===== config.mk =====
export PLATFORM = sky130hd
export DESIGN_NAME = led_pattern_gen
export DESIGN_NICKNAME = d
export VERILOG_FILES = /design/src/rtl/led_pkg.sv /design/src/rtl/led_channel.sv /design/src/rtl/led_pattern_gen.sv
export SDC_FILE = /design/constraint.sdc
export NUM_CORES = 1
export LEC_CHECK = 0
export BUFFER_PORTS_ARGS = -buffer_cell sky130_fd_sc_hd__buf_2
export CORE_ASPECT_RATIO = 1.75
export CORE_UTILIZATION = 60
export DETAILED_ROUTE_END_ITERATION = 7
export GPL_ROUTABILITY_DRIVEN = 0
export GPL_TIMING_DRIVEN = 0
export HOLD_SLACK_MARGIN = 0.1
export PLACE_DENSITY = 0.75
export SLEW_MARGIN = 5
export SYNTH_ARGS = -nofsm -noshare
export SYNTH_HDL_FRONTEND = slang
export SYNTH_SLANG_ARGS = --single-unit

===== constraint.sdc =====
create_clock -name sys_clk -period 3.8 [get_ports sys_clk]
set_input_delay 0.38 -clock sys_clk [delete_from_list [all_inputs] [get_ports sys_clk]]
set_output_delay 0.38 -clock sys_clk [all_outputs]
set_load 0.02 [all_outputs]

===== src/rtl/led_pkg.sv =====
`default_nettype none
// ============================================================================
// Module  : led_pkg
// Brief   : Shared types for the multi-channel LED pattern generator.
// Revision: 1.0 - initial release
// ============================================================================
package led_pkg;

   typedef enum logic [1:0] {
      LED_OFF   = 2'b00,
      LED_ON    = 2'b01,
      LED_BLINK = 2'b10,
      LED_PWM   = 2'b11
   } led_mode_t;

endpackage
`default_nettype wire


===== src/rtl/led_channel.sv =====
`default_nettype none
// ============================================================================
// Module  : led_channel
// Brief   : One LED channel: config registers, blink counter and output bit.
// Revision: 1.0 - initial release
// ============================================================================
module led_channel
   import led_pkg::*;
#(
   parameter int CNT_W = 16,
   parameter int PWM_W = 8
) (
   input  logic             sys_clk,
   input  logic             sys_rst_n,
   input  logic             tick,
   input  logic [PWM_W-1:0] pwm_phase,
   input  logic             we,
   input  logic [1:0]       cfg_mode,
   input  logic [CNT_W-1:0] cfg_period,
   input  logic [PWM_W-1:0] cfg_duty,
   output logic             led
);

   led_mode_t        r_mode;
   logic [CNT_W-1:0] r_period;
   logic [CNT_W-1:0] r_cnt;
   logic [PWM_W-1:0] r_duty;
   logic             r_led;

   // A write restarts the channel and takes priority over a coincident tick.
   always_ff @(posedge sys_clk or negedge sys_rst_n) begin
      if (!sys_rst_n) begin
         r_mode   <= LED_OFF;
         r_period <= CNT_W'(1);
         r_duty   <= '0;
         r_cnt    <= '0;
         r_led    <= 1'b0;
      end else if (we) begin
         r_mode   <= led_mode_t'(cfg_mode);
         r_period <= (cfg_period == '0) ? CNT_W'(1) : cfg_period;
         r_duty   <= cfg_duty;
         r_cnt    <= '0;
         r_led    <= (led_mode_t'(cfg_mode) == LED_ON);
      end else begin
         case (r_mode)
            LED_OFF: r_led <= 1'b0;
            LED_ON:  r_led <= 1'b1;
            LED_BLINK: begin
               if (tick) begin
                  if (r_cnt == r_period - CNT_W'(1)) begin
                     r_cnt <= '0;
                     r_led <= ~r_led;
                  end else begin
                     r_cnt <= r_cnt + CNT_W'(1);
                  end
               end
            end
            LED_PWM: r_led <= (pwm_phase < r_duty);
         endcase
      end
   end

   assign led = r_led;

endmodule
`default_nettype wire


===== src/rtl/led_pattern_gen.sv =====
`default_nettype none
// ============================================================================
// Module  : led_pattern_gen
// Brief   : NB_CH-channel LED generator (OFF/ON/BLINK/PWM) on a shared tick.
// Revision: 1.0 - initial release
// ============================================================================
module led_pattern_gen
   import led_pkg::*;
#(
   parameter int NB_CH    = 8,
   parameter int PRESCALE = 1000,
   parameter int CNT_W    = 16,
   parameter int PWM_W    = 8
) (
   input  logic                                      sys_clk,
   input  logic                                      sys_rst_n,
   input  logic                                      cfg_we,
   input  logic [((NB_CH > 1) ? $clog2(NB_CH) : 1)-1:0] cfg_ch,
   input  logic [1:0]                                cfg_mode,
   input  logic [CNT_W-1:0]                          cfg_period,
   input  logic [PWM_W-1:0]                          cfg_duty,
   output logic [NB_CH-1:0]                          led,
   output logic                                      tick
);

   localparam int c_CH_W = (NB_CH > 1) ? $clog2(NB_CH) : 1;
   localparam int c_PS_W = (PRESCALE > 1) ? $clog2(PRESCALE) : 1;
   localparam logic [c_PS_W-1:0] c_PS_MAX = c_PS_W'(PRESCALE - 1);

   logic [c_PS_W-1:0] r_presc;
   logic              r_tick;
   logic [PWM_W-1:0]  r_phase;
   logic [NB_CH-1:0]  w_we;

   // Tick is registered, so it lands one cycle after the prescaler hits its top.
   always_ff @(posedge sys_clk or negedge sys_rst_n) begin
      if (!sys_rst_n) begin
         r_presc <= '0;
         r_tick  <= 1'b0;
         r_phase <= '0;
      end else begin
         r_tick  <= (r_presc == c_PS_MAX);
         r_presc <= (r_presc == c_PS_MAX) ? '0 : r_presc + c_PS_W'(1);
         if (r_tick) begin
            r_phase <= r_phase + PWM_W'(1);
         end
      end
   end

   assign tick = r_tick;

   // Out-of-range channel numbers never match a decode line and are dropped.
   for (genvar i = 0; i < NB_CH; i++) begin : g_ch
      assign w_we[i] = cfg_we & (cfg_ch == c_CH_W'(i));

      led_channel #(
         .CNT_W (CNT_W),
         .PWM_W (PWM_W)
      ) u_channel (
         .sys_clk    (sys_clk),
         .sys_rst_n  (sys_rst_n),
         .tick       (r_tick),
         .pwm_phase  (r_phase),
         .we         (w_we[i]),
         .cfg_mode   (cfg_mode),
         .cfg_period (cfg_period),
         .cfg_duty   (cfg_duty),
         .led        (led[i])
      );
   end

endmodule
`default_nettype wire


==> reports/qor.yml, run 1 <==
yosys:
  syn-mean-instance-area_um2: 9.13
  yosysUniqueCellTypes: 86
  yosys_most_used_dff: "dfrtp_1"
  yosys.area.top_type_share: 0.403
  synth-adder-area-share: 0.0425
  synth.top_cells.by_count: "355 x dfrtp_1, 313 x nand2_1, 143 x o21ai_0"
  synth.top_cells.by_area: "dfrtp_1 40%, mux2_2 5.4%, nand2_1 5.3%"
  synthesis.nets: 2519
  mux_cell_area_share_after_synthesis: 0.0587
  synth_compound_gate_area_share: 0.135
  yosysWarningCount: 0
  synth_top_family_by_area: "simple AND/OR/NAND/NOR gates"
  yosysMostFrequentCell: "dfrtp_1"
  synth-seq-area-share: 0.413
  synth.cell_area_um2: 22000
  synth.largest_area_cell: "dfrtp_1"
  synth_xor_area_frac: 0.0787
  synthCells: 2413
  synthArstFlopShare: 1.00
  synth.ff_latch_count: 363
  synth_enable_flop_cells: 0
  synth_simple_gate_area_frac: 0.225
timing:
  fin_crit_sh: 0.983
  actual_slew_at_the_worst_max_slew_pin_ps: 1220
  fmax_mhz: 268
  final.setup_skew_ps: 13.7
  relSlewSlack: 0.189
  final_layout_setup_total_negative_slack_ps: 0
  timing.final.crit_period_ps: 3730
  timing_max_transition_violations_final: 0
  finalSetupViolations: 0
  grt_setup_unrepaired: "false"
  finalHoldViolCount: 0
clock_tree:
  clock-sinks: 363
  htreeDepth: 2
  worstSkewPairLatency_ps: 550
  cts_root_buffer: "clkbuf_16"
  cts_inserted_buffers: 37
  tritoncts: "yes"
  clock_tree.buffer_depth: 3
  cts.clk_slew.worst_paths_ps: 60
global_routing:
  grt_antenna_before_repair: 1
  grt_pass1_wl_um: 93700
  grt_max_degree: 120
  first_global_vias: 18400
  globalRouteOverflowTotal: 0
  busiest_layer: "met2"
  globalRouteMet2Util: 0.545
  grt.met1_usage: 0.365
  grt.total_usage: 0.313
  grt_use_met3: 0.0413
setup_path:
  regToRegStartpoint: "g_ch[1].u_channel.r_period[0]$_DFFE_PN1P_"
  crit_path_max_fanout: 8
  worst-endpoint-required_ps: 4230
  data_arrival_time_of_the_worst_path_ps: 4160
  timing.setup.critical_path_class: "reg -> reg"
  timing.critical_path.slowest_cell_delay_ps: 1000
  crit_chain: "inv_1 > ha_1 > or3b_2 > clkbuf_1 > or2_2 > nor2_1 > o41ai_1 > a21oi_1 > and3_1 > a211o_1"
  critical_path.startpoint: "g_ch[1].u_channel.r_period[0]$_DFFE_PN1P_"
  cp_slowest_cell: "o41ai_1"
  setup.worst_path.start_class: "flip-flop"
  critical_path.endpoint_type: "flip-flop"
routing:
  drt-vias-per-instance: 6.22
  drt.antenna.violating_nets: 0
  drt_iter0_drc: 1150
  wl_um: 57700
  wl_per_cell_um: 19.4
  vias: 18500
  drt_first_pass_iters: 6
  post_route_drc_violation_count: 0
power:
  power_density_nw_per_um2: 468
  worst_ir_drop_vdd_uv: 376
  design_power_total_uw: 11200
  p_leak_uw: 0.0107
floorplanning:
  row_count: 92
  io_pins: 41
  die_x_um: 147
  core_um2: 36100
  starting_utilization_of_the_core_area: 0.609
  vertical_die_dimension_um: 255
  fp.dieArea_um2: 37500
cells_and_area:
  final_util: 0.664
  drive_above_1_share: 0.101
  layout.cell_area.non_filler_um2: 24000
  final_net_count: 2577
  area_growth_syn_to_layout_pct: 9.05
placed_design:
  detailed_placement_wirelength_estimate_um: 40600
  port_buffers: 16
  placed_inst_area_um2: 22800
hold_path:
  hold_path.class: "in -> reg"
  hold_startpoint: "cfg_period[14]"
outcome:
  outcome: "finished clean"
job:
  max_cap_viol_count: 0
area by class of cell:
type / instances / area [um^2]
diodes: 6 / 15.0
plain buffers: 142 / 619
clock buffers: 57 / 1110
clock inverters: 9 / 78.8
fillers: 3023 / 12100
inverters: 112 / 420
multi-input cells: 1795 / 11900
flip-flops and latches: 363 / 9090
well taps: 470 / 588
repair buffers: 20 / 183
report_power, final:
group / internal [uW] / switching (uW)
logic: 1170 / 1470
clock network: 2090 / 1580
registers: 4400 / 535
total: 7660 / 3580
layer usage:
| layer | vias to the layer above | share of wire |
|---|---|---|
| li1 | 8678 | - |
| met1 | 9135 | 0.39 |
| met2 | 524 | 0.51 |
| met3 | 168 | 0.050 |
| met4 | 0 | 0.056 |
| met5 | - | 0 |
sequential cells by signal (all words and copies together) (netlist names):
signal,cells
r_phase,8
g_ch.u_channel.r_duty,64
g_ch.u_channel.r_cnt,128
g_ch.u_channel.r_period,128
g_ch.u_channel.led,8
g_ch.u_channel.r_mode,16
r_presc,10
tick,1
critical path: cells and delay by family (launching register included):
kind,cells,cell delay (ps)
buffers and inverters,2,350
AOI/OAI and AO/OA,3,1700
and+or+nand+nor,4,720
DFF,1,600
adders and majority gates,1,230
cells by family after synthesis:
| logic type | Yosys count |
|---|---|
| fa+ha+maj | 75 |
| xor+xnor | 198 |
| buf+inv | 255 |
| compound gates | 457 |
| flops | 363 |
| mux | 116 |
| simple gates | 949 |
per-stage QoR:
step / setup WS, ps / std cells / hold WS [ps]
2_1_floorplan: 773 / 2413 / 84.4
3_3_place_gp: -4720 / 2899 / 477
3_5_place_dp: 59.6 / 2902 / 292
4_1_cts: 53.7 / 2969 / 158
5_1_grt: 8.03 / 2969 / 185
6_report: 66.4 / 2974 / 183
repair_timing:
item | 4_1_cts | 5_1_grt
hold buffers | 1 | 0
endpoints found under the hold margin | 40 | 0
buffers inserted | 0 | 0
resized for setup | 0 | 2
endpoints found under the setup margin | 0 | 22
final timing paths:
kind / end / slack, ps / depth (start not counted)
worst max-delay path: g_ch[1].u_channel.r_cnt[14]$_DFFE_PN0P_ / 70 / 10
worst min-delay path: g_ch[6].u_channel.r_period[14]$_DFFE_PN0P_ / 180 / 3
worst max register to register: g_ch[1].u_channel.r_cnt[14]$_DFFE_PN0P_ / 70 / 10
worst min register to register: r_presc[0]$_DFF_PN0_ / 500 / 1
max in group asynchronous: g_ch[1].u_channel.r_cnt[2]$_DFFE_PN0P_ / 2130 / 4
min in group asynchronous: g_ch[4].u_channel.r_cnt[10]$_DFFE_PN0P_ / 320 / 2
cell usage in the layout, fill, tap and decap left out, types with 11 or more instances in the layout:
cell         n
ha_1        74
a31oi_1     14
clkbuf_1   113
nor2_1      98
a21o_1      56
nand2b_1    36
nand3b_1    11
a211o_1     14
or3_1       43
nand4b_1    11
nor3b_1     51
a21oi_1     86
nor3_1      78
mux2_2     106
and3_1      59
nor2b_1     18
inv_1      112
xor2_1      80
clkbuf_16   39
o21ai_0    143
nand4_1     36
nor4_1      42
buf_4       12
o31ai_1     12
or4_1       24
nand3_1     86
o21bai_1    15
nand2_1    313
o211ai_1    14
buf_2       28
dfrtp_1    355
xnor2_1    118
Note: power is estimated with default switching activity, not from simulation.
==> run 2: changes to the inputs <==
Settings changed: CAP_MARGIN set to 5, RECOVER_POWER set to 50.
==> reports/qor.yml, run 2 (same netlist as run 1, synthesis figures left out) <==
outcome:
  outcome: "complete, but fails checks"  # was finished clean
  failed_checks: "max-capacitance violations, max-slew violations"
timing:
  fin_worst_hold_slack_ps: 183  # about the same
  fmax_mhz: 269  # was 268 MHz
  grt_setup_unrepaired: "false"  # unchanged
  final.setup_skew_ps: 14.9  # was 13.7 ps
  finalSetupViolations: 0  # unchanged
  actual_slew_at_the_worst_max_slew_pin_ps: 2440  # was 1220 ps
  finalHoldViolCount: 0  # unchanged
  timing_max_transition_violations_final: 42  # was 0
  relSlewSlack: -0.625  # was 0.189
  timing.final.crit_period_ps: 3720  # was 3730 ps
  fin_crit_sh: 0.978  # was 0.983
routing:
  wl_um: 57600  # was 57,700 um
  post_route_drc_violation_count: 0  # unchanged
  drt_iter0_drc: 1156  # was 1,150
  vias: 18500  # about the same
  drt_first_pass_iters: 5  # was 6
  wl_per_cell_um: 19.4  # about the same
  drt-vias-per-instance: 6.22  # about the same
  drt.antenna.violating_nets: 0  # unchanged
hold_path:
  hold_path.class: "in -> reg"  # unchanged
power:
  share_of_power_burned_in_the_clock_network: 0.327  # was 0.326
  p_int_uw: 7650  # was 7660 uW
  power_density_nw_per_um2: 468  # about the same
  p_leak_uw: 0.0106  # was 0.0107 uW
  power_switching_share: 0.319  # about the same
  worst_ir_drop_vdd_uv: 376  # about the same
  switching_power_uw: 3580  # about the same
  design_power_total_uw: 11200  # about the same
  share_seq_of_total_power: 0.440  # was 0.439
  pwr-share-comb: 0.234  # about the same
setup_path:
  data_arrival_time_of_the_worst_path_ps: 4150  # was 4160 ps
  crit_chain: "inv_1 > ha_1 > or3b_2 > clkbuf_1 > or2_2 > nor2_1 > o41ai_1 > a21oi_1 > and3_1 > a211o_1"  # unchanged
  crit_path_max_fanout: 8  # unchanged
  cp_num_buf_inv: 2  # unchanged
  critical_path.endpoint_type: "flip-flop"  # unchanged
  timing.setup.critical_path_class: "reg -> reg"  # unchanged
  family_with_the_most_delay_on_the_worst_path: "compound AO/OA/AOI/OAI gates"  # unchanged
  timing.critical_path.slowest_cell_delay_ps: 1000  # about the same
  setup.worst_path.start_class: "flip-flop"  # unchanged
  regToRegSetupSlack_ps: 80  # was 70 ps
  worst-endpoint-required_ps: 4230  # about the same
  cp_slowest_cell: "o41ai_1"  # unchanged
clock_tree:
  number_of_buffers_added_for_setup_after_cts: 0  # unchanged
  htreeDepth: 2  # unchanged
  clock_tree.buffer_depth: 3  # unchanged
  tritoncts: "yes"  # unchanged
  cts_inserted_buffers: 37  # unchanged
  worstSkewPairLatency_ps: 550  # about the same
  cts_root_buffer: "clkbuf_16"  # unchanged
  clock-sinks: 363  # unchanged
  cts.clk_slew.worst_paths_ps: 70  # was 60 ps
global_routing:
  grt_antenna_before_repair: 1  # unchanged
  grt.total_usage: 0.313  # unchanged
  grt_pass1_wl_um: 93700  # unchanged
  globalRouteOverflowTotal: 0  # unchanged
  grt_max_degree: 120  # unchanged
  first_global_vias: 18400  # unchanged
placed_design:
  port_buffers: 16  # unchanged
  detailed_placement_wirelength_estimate_um: 40600  # unchanged
floorplanning:
  fp.dieArea_um2: 37500  # unchanged
  core_um2: 36100  # unchanged
  io_pins: 41  # unchanged
  row_count: 92  # unchanged
  starting_utilization_of_the_core_area: 0.609  # unchanged
  vertical_die_dimension_um: 255  # unchanged
  die_x_um: 147  # unchanged
cells_and_area:
  final_net_count: 2577  # unchanged
  area_growth_syn_to_layout_pct: 8.80  # was 9.05%
  drive_above_1_share: 0.0961  # was 0.101
  mostFrequentLayoutCells: "355 x dfrtp_1, 313 x nand2_1, 143 x o21ai_0"  # unchanged
  layout_commonest_cell: "dfrtp_1"  # unchanged
  largest_registers: "g_ch.u_channel.r_cnt (128), g_ch.u_channel.r_period (128), g_ch.u_channel.r_duty (64)"  # unchanged
  final_util: 0.663  # was 0.664
job:
  max_cap_viol_count: 1  # was 0
## run 2: tightest hold or removal path, cell delays in order
cell and delay [ps]:
buf_4 190, nand2_1 80, nand2_1 40
## run 2: power groups by stage
stage | registers [uW] | clock network, uW | logic, uW
after floorplan | 4820 | 0 | 2010
after global placement | 4960 | 0 | 2490
after detailed placement | 4980 | 0 | 2610
after CTS | 4920 | 3720 | 2630
after global routing | 5010 | 3860 | 2920
final | 4940 | 3660 | 2620
## run 2: area by class of cell
type	count	area [um^2]
clock inverter	9	78.8
inverter	112	420
antenna	4	10.0
tap	470	588
sequential	363	9090
fill	3041	12200
multi-input combinational	1795	11900
clock buffer	57	1110
buffer	142	619
timing repair buffer	20	134
## run 2: metal layers
metal	GRT usage	routed length, um	vias to the layer above
met4	0.187	3440	0
met5	0	0	-
met2	0.545	28900	519
met3	0.0413	2830	173
li1	-	-	8663
met1	0.365	22400	9121
## run 2: metrics by stage
stage          area, um^2  setup WS, ps  instances  TNS [ps]
4_1_cts             24000          53.7       2969         0
3_5_place_dp        22800          59.6       2902         0
3_3_place_gp        22700         -4720       2899  -1670900
6_report            24000          83.3       2972         0
2_1_floorplan       22000           773       2413         0
5_1_grt             24000          8.03       2969         0
## run 2: what timing repair did
item,4_1_cts,5_1_grt
resized for setup,0,2
hold buffers,1,0
hold endpoints to repair,40,0
setup endpoints to repair,0,22
## run 2: worst paths after layout
path,start,endpoint,cells after the start
setup / recovery,g_ch[1].u_channel.r_period[0]$_DFFE_PN1P_,g_ch[1].u_channel.r_cnt[14]$_DFFE_PN0P_,10
hold / removal,cfg_period[14],g_ch[6].u_channel.r_period[14]$_DFFE_PN0P_,3
setup reg to reg,g_ch[1].u_channel.r_period[0]$_DFFE_PN1P_,g_ch[1].u_channel.r_cnt[14]$_DFFE_PN0P_,10
hold reg to reg,r_presc[0]$_DFF_PN0_,r_presc[0]$_DFF_PN0_,1
max in group asynchronous,sys_rst_n,g_ch[1].u_channel.r_cnt[0]$_DFFE_PN0P_,3
min in group asynchronous,sys_rst_n,g_ch[4].u_channel.r_cnt[10]$_DFFE_PN0P_,2
==> run 3: changes to the inputs <==
Settings changed: BUFFER_PORTS_ARGS -buffer_cell sky130_fd_sc_hd__buf_2 to -buffer_cell sky130_fd_sc_hd__clkbuf_2.
==> reports/qor.yml, run 3 (same netlist as run 1, synthesis figures left out) <==
outcome:
  outcome: "complete, but fails checks"  # unchanged
  failed_checks: "max-capacitance violations, max-slew violations"  # unchanged
routing:
  post_route_drc_violation_count: 0  # unchanged
  vias: 18500  # about the same
  wl_um: 57900  # was 57,600 um
  drt_iter0_drc: 1095  # was 1,156
  drt_first_pass_iters: 5  # unchanged
  drt.antenna.violating_nets: 0  # unchanged
  wl_per_cell_um: 19.5  # was 19.4 um
  drt-vias-per-instance: 6.22  # about the same
cells_and_area:
  largest_registers: "g_ch.u_channel.r_cnt (128), g_ch.u_channel.r_period (128), g_ch.u_channel.r_duty (64)"  # unchanged
  final_net_count: 2577  # unchanged
  fill_cells: 2983  # was 3,041
  multiInputGateArea_um2: 11900  # unchanged
  mostFrequentLayoutCells: "355 x dfrtp_1, 313 x nand2_1, 143 x o21ai_0"  # unchanged
  diodes: 0  # was 4
  drive_above_1_share: 0.0992  # was 0.0961
  layout_commonest_cell: "dfrtp_1"  # unchanged
  area_growth_syn_to_layout_pct: 9.20  # was 8.80%
  area.sequential_um2: 9090  # unchanged
power:
  worst_ir_drop_vdd_uv: 389  # was 376 uV
  p_leak_uw: 0.0107  # was 0.0106 uW
  power_density_nw_per_um2: 477  # was 468 nW/um^2
  design_power_total_uw: 11500  # was 11,200 uW
timing:
  finalHoldViolCount: 0  # unchanged
  finalSetupViolations: 0  # unchanged
  actual_slew_at_the_worst_max_slew_pin_ps: 2480  # was 2440 ps
  fmax_mhz: 274  # was 269 MHz
  fin_worst_hold_slack_ps: 187  # was 183 ps
  final.setup_skew_ps: 19.5  # was 14.9 ps
  fin_crit_sh: 0.960  # was 0.978
  timing_max_transition_violations_final: 210  # was 42
  timing.final.crit_period_ps: 3650  # was 3720 ps
  relSlewSlack: -0.653  # was -0.625
  grt_setup_unrepaired: "false"  # unchanged
job:
  max_cap_viol_count: 2  # was 1
floorplanning:
  fp.dieArea_um2: 37500  # unchanged
  die_x_um: 147  # unchanged
  io_pins: 41  # unchanged
  vertical_die_dimension_um: 255  # unchanged
  starting_utilization_of_the_core_area: 0.609  # unchanged
  row_count: 92  # unchanged
  core_um2: 36100  # unchanged
placed_design:
  detailed_placement_wirelength_estimate_um: 40600  # about the same
  port_buffers: 16  # unchanged
global_routing:
  grt_max_degree: 108  # was 120
  globalRouteOverflowTotal: 0  # unchanged
  grt_antenna_before_repair: 2  # was 1
  grt.total_usage: 0.313  # about the same
  first_global_vias: 18600  # was 18,400
  grt_pass1_wl_um: 93800  # was 93,700 um
setup_path:
  r2r.worst_path.cells: 10  # unchanged
  setup.worst_path.start_class: "flip-flop"  # unchanged
  cp_slowest_cell: "o41ai_1"  # unchanged
  critical_path.startpoint: "g_ch[1].u_channel.r_period[0]$_DFFE_PN1P_"  # unchanged
  family_with_the_most_delay_on_the_worst_path: "compound AO/OA/AOI/OAI gates"  # unchanged
  regToRegSetupSlack_ps: 150  # was 80 ps
  timing.critical_path.slowest_cell_delay_ps: 940  # was 1000 ps
  cp-endpoint: "g_ch[1].u_channel.r_cnt[14]$_DFFE_PN0P_"  # unchanged
  worst-endpoint-required_ps: 4220  # was 4230 ps
  crit-reg2reg-capture: "g_ch[1].u_channel.r_cnt[14]$_DFFE_PN0P_"  # unchanged
  data_arrival_time_of_the_worst_path_ps: 4070  # was 4150 ps
  crit_path_max_fanout: 8  # unchanged
  cp_num_buf_inv: 2  # unchanged
  regToRegStartpoint: "g_ch[1].u_channel.r_period[0]$_DFFE_PN1P_"  # unchanged
  critical_path.endpoint_type: "flip-flop"  # unchanged
  crit_chain: "inv_1 > ha_1 > or3b_2 > clkbuf_1 > or2_2 > nor2_1 > o41ai_1 > a21oi_1 > and3_1 > a211o_1"  # unchanged
  critical_path_cell_count: 10  # unchanged
  timing.setup.critical_path_class: "reg -> reg"  # unchanged
clock_tree:
  clock-sinks: 363  # unchanged
  cts_inserted_buffers: 37  # unchanged
  clock_tree.buffer_depth: 3  # unchanged
  worstSkewPairLatency_ps: 550  # about the same
  tritoncts: "yes"  # unchanged
  htreeDepth: 2  # unchanged
  cts_root_buffer: "clkbuf_16"  # unchanged
  cts.clk_slew.worst_paths_ps: 70  # about the same
hold_path:
  hold_path.class: "in -> reg"  # unchanged
-- run 3: layer usage --
metal  track usage  wire length, um  share of wire  up-vias
li1              -                -              -     8685
met1         0.364            22400           0.39     9140
met2         0.558            29900           0.52      489
met3        0.0377             2620          0.045      154
met4         0.166             3070          0.053        4
met5             0               23        0.00040        -
-- run 3: metrics by stage --
step           cells  setup slack [ps]  cell area, um^2   util  TNS [ps]
2_1_floorplan   2413               773            22000      -         0
6_report        2969               153            24000  0.665         0
3_3_place_gp    2899             -5660            22700  0.628  -2012720
3_5_place_dp    2902              70.9            22800  0.631         0
4_1_cts         2970              57.5            24100  0.667         0
5_1_grt         2969              12.9            24000  0.665         0
-- run 3: worst min path at each step --
stage | to | startpoint | slack [ps] | depth (start not counted)
after global routing | g_ch[6].u_channel.r_period[14]$_DFFE_PN0P_ | cfg_period[14] | 190 | 3
after detailed placement | g_ch[4].u_channel.r_cnt[7]$_DFFE_PN0P_ | sys_rst_n | 380 | 1
after global placement | g_ch[6].u_channel.r_duty[0]$_DFFE_PN0P_ | g_ch[6].u_channel.r_duty[0]$_DFFE_PN0P_ | 480 | 2
after CTS | g_ch[6].u_channel.r_period[14]$_DFFE_PN0P_ | cfg_period[14] | 160 | 3
final | g_ch[6].u_channel.r_period[14]$_DFFE_PN0P_ | cfg_period[14] | 190 | 3
after floorplan | g_ch[0].u_channel.led$_DFFE_PN0P_ | sys_rst_n | 80 | 0
-- run 3: worst min-delay path: cells and delay by family --
kind | cells | cell delay [ps]
buffers and inverters | 1 | 200
and+or+nand+nor | 2 | 120
-- run 3: timing repair --
item                                    in CTS  in global routing
endpoints found under the hold margin       50                  0
setup buffers                                0                  0
gates resized for setup                      0                  2
endpoints found under the setup margin       0                 13
hold buffers                                 1                  0
-- run 3: final cells by class --
type | instances | area share
Multi-Input combinational cell | 1795 | 0.495
Sequential cell | 363 | 0.378
Clock buffer | 50 | 0.0448
Buffer | 142 | 0.0258
Tap cell | 470 | 0.0245
Inverter | 112 | 0.0175
Clock inverter | 17 | 0.00931
Timing Repair Buffer | 20 | 0.00510
-- run 3: power breakdown --
| part | internal (uW) | switching, uW | leakage (uW) | total, uW |
|---|---|---|---|---|
| combinational | 1150 | 1470 | 0.00541 | 2620 |
| sequential | 4400 | 531 | 0.00465 | 4930 |
| clock | 2290 | 1620 | 0.000629 | 3910 |
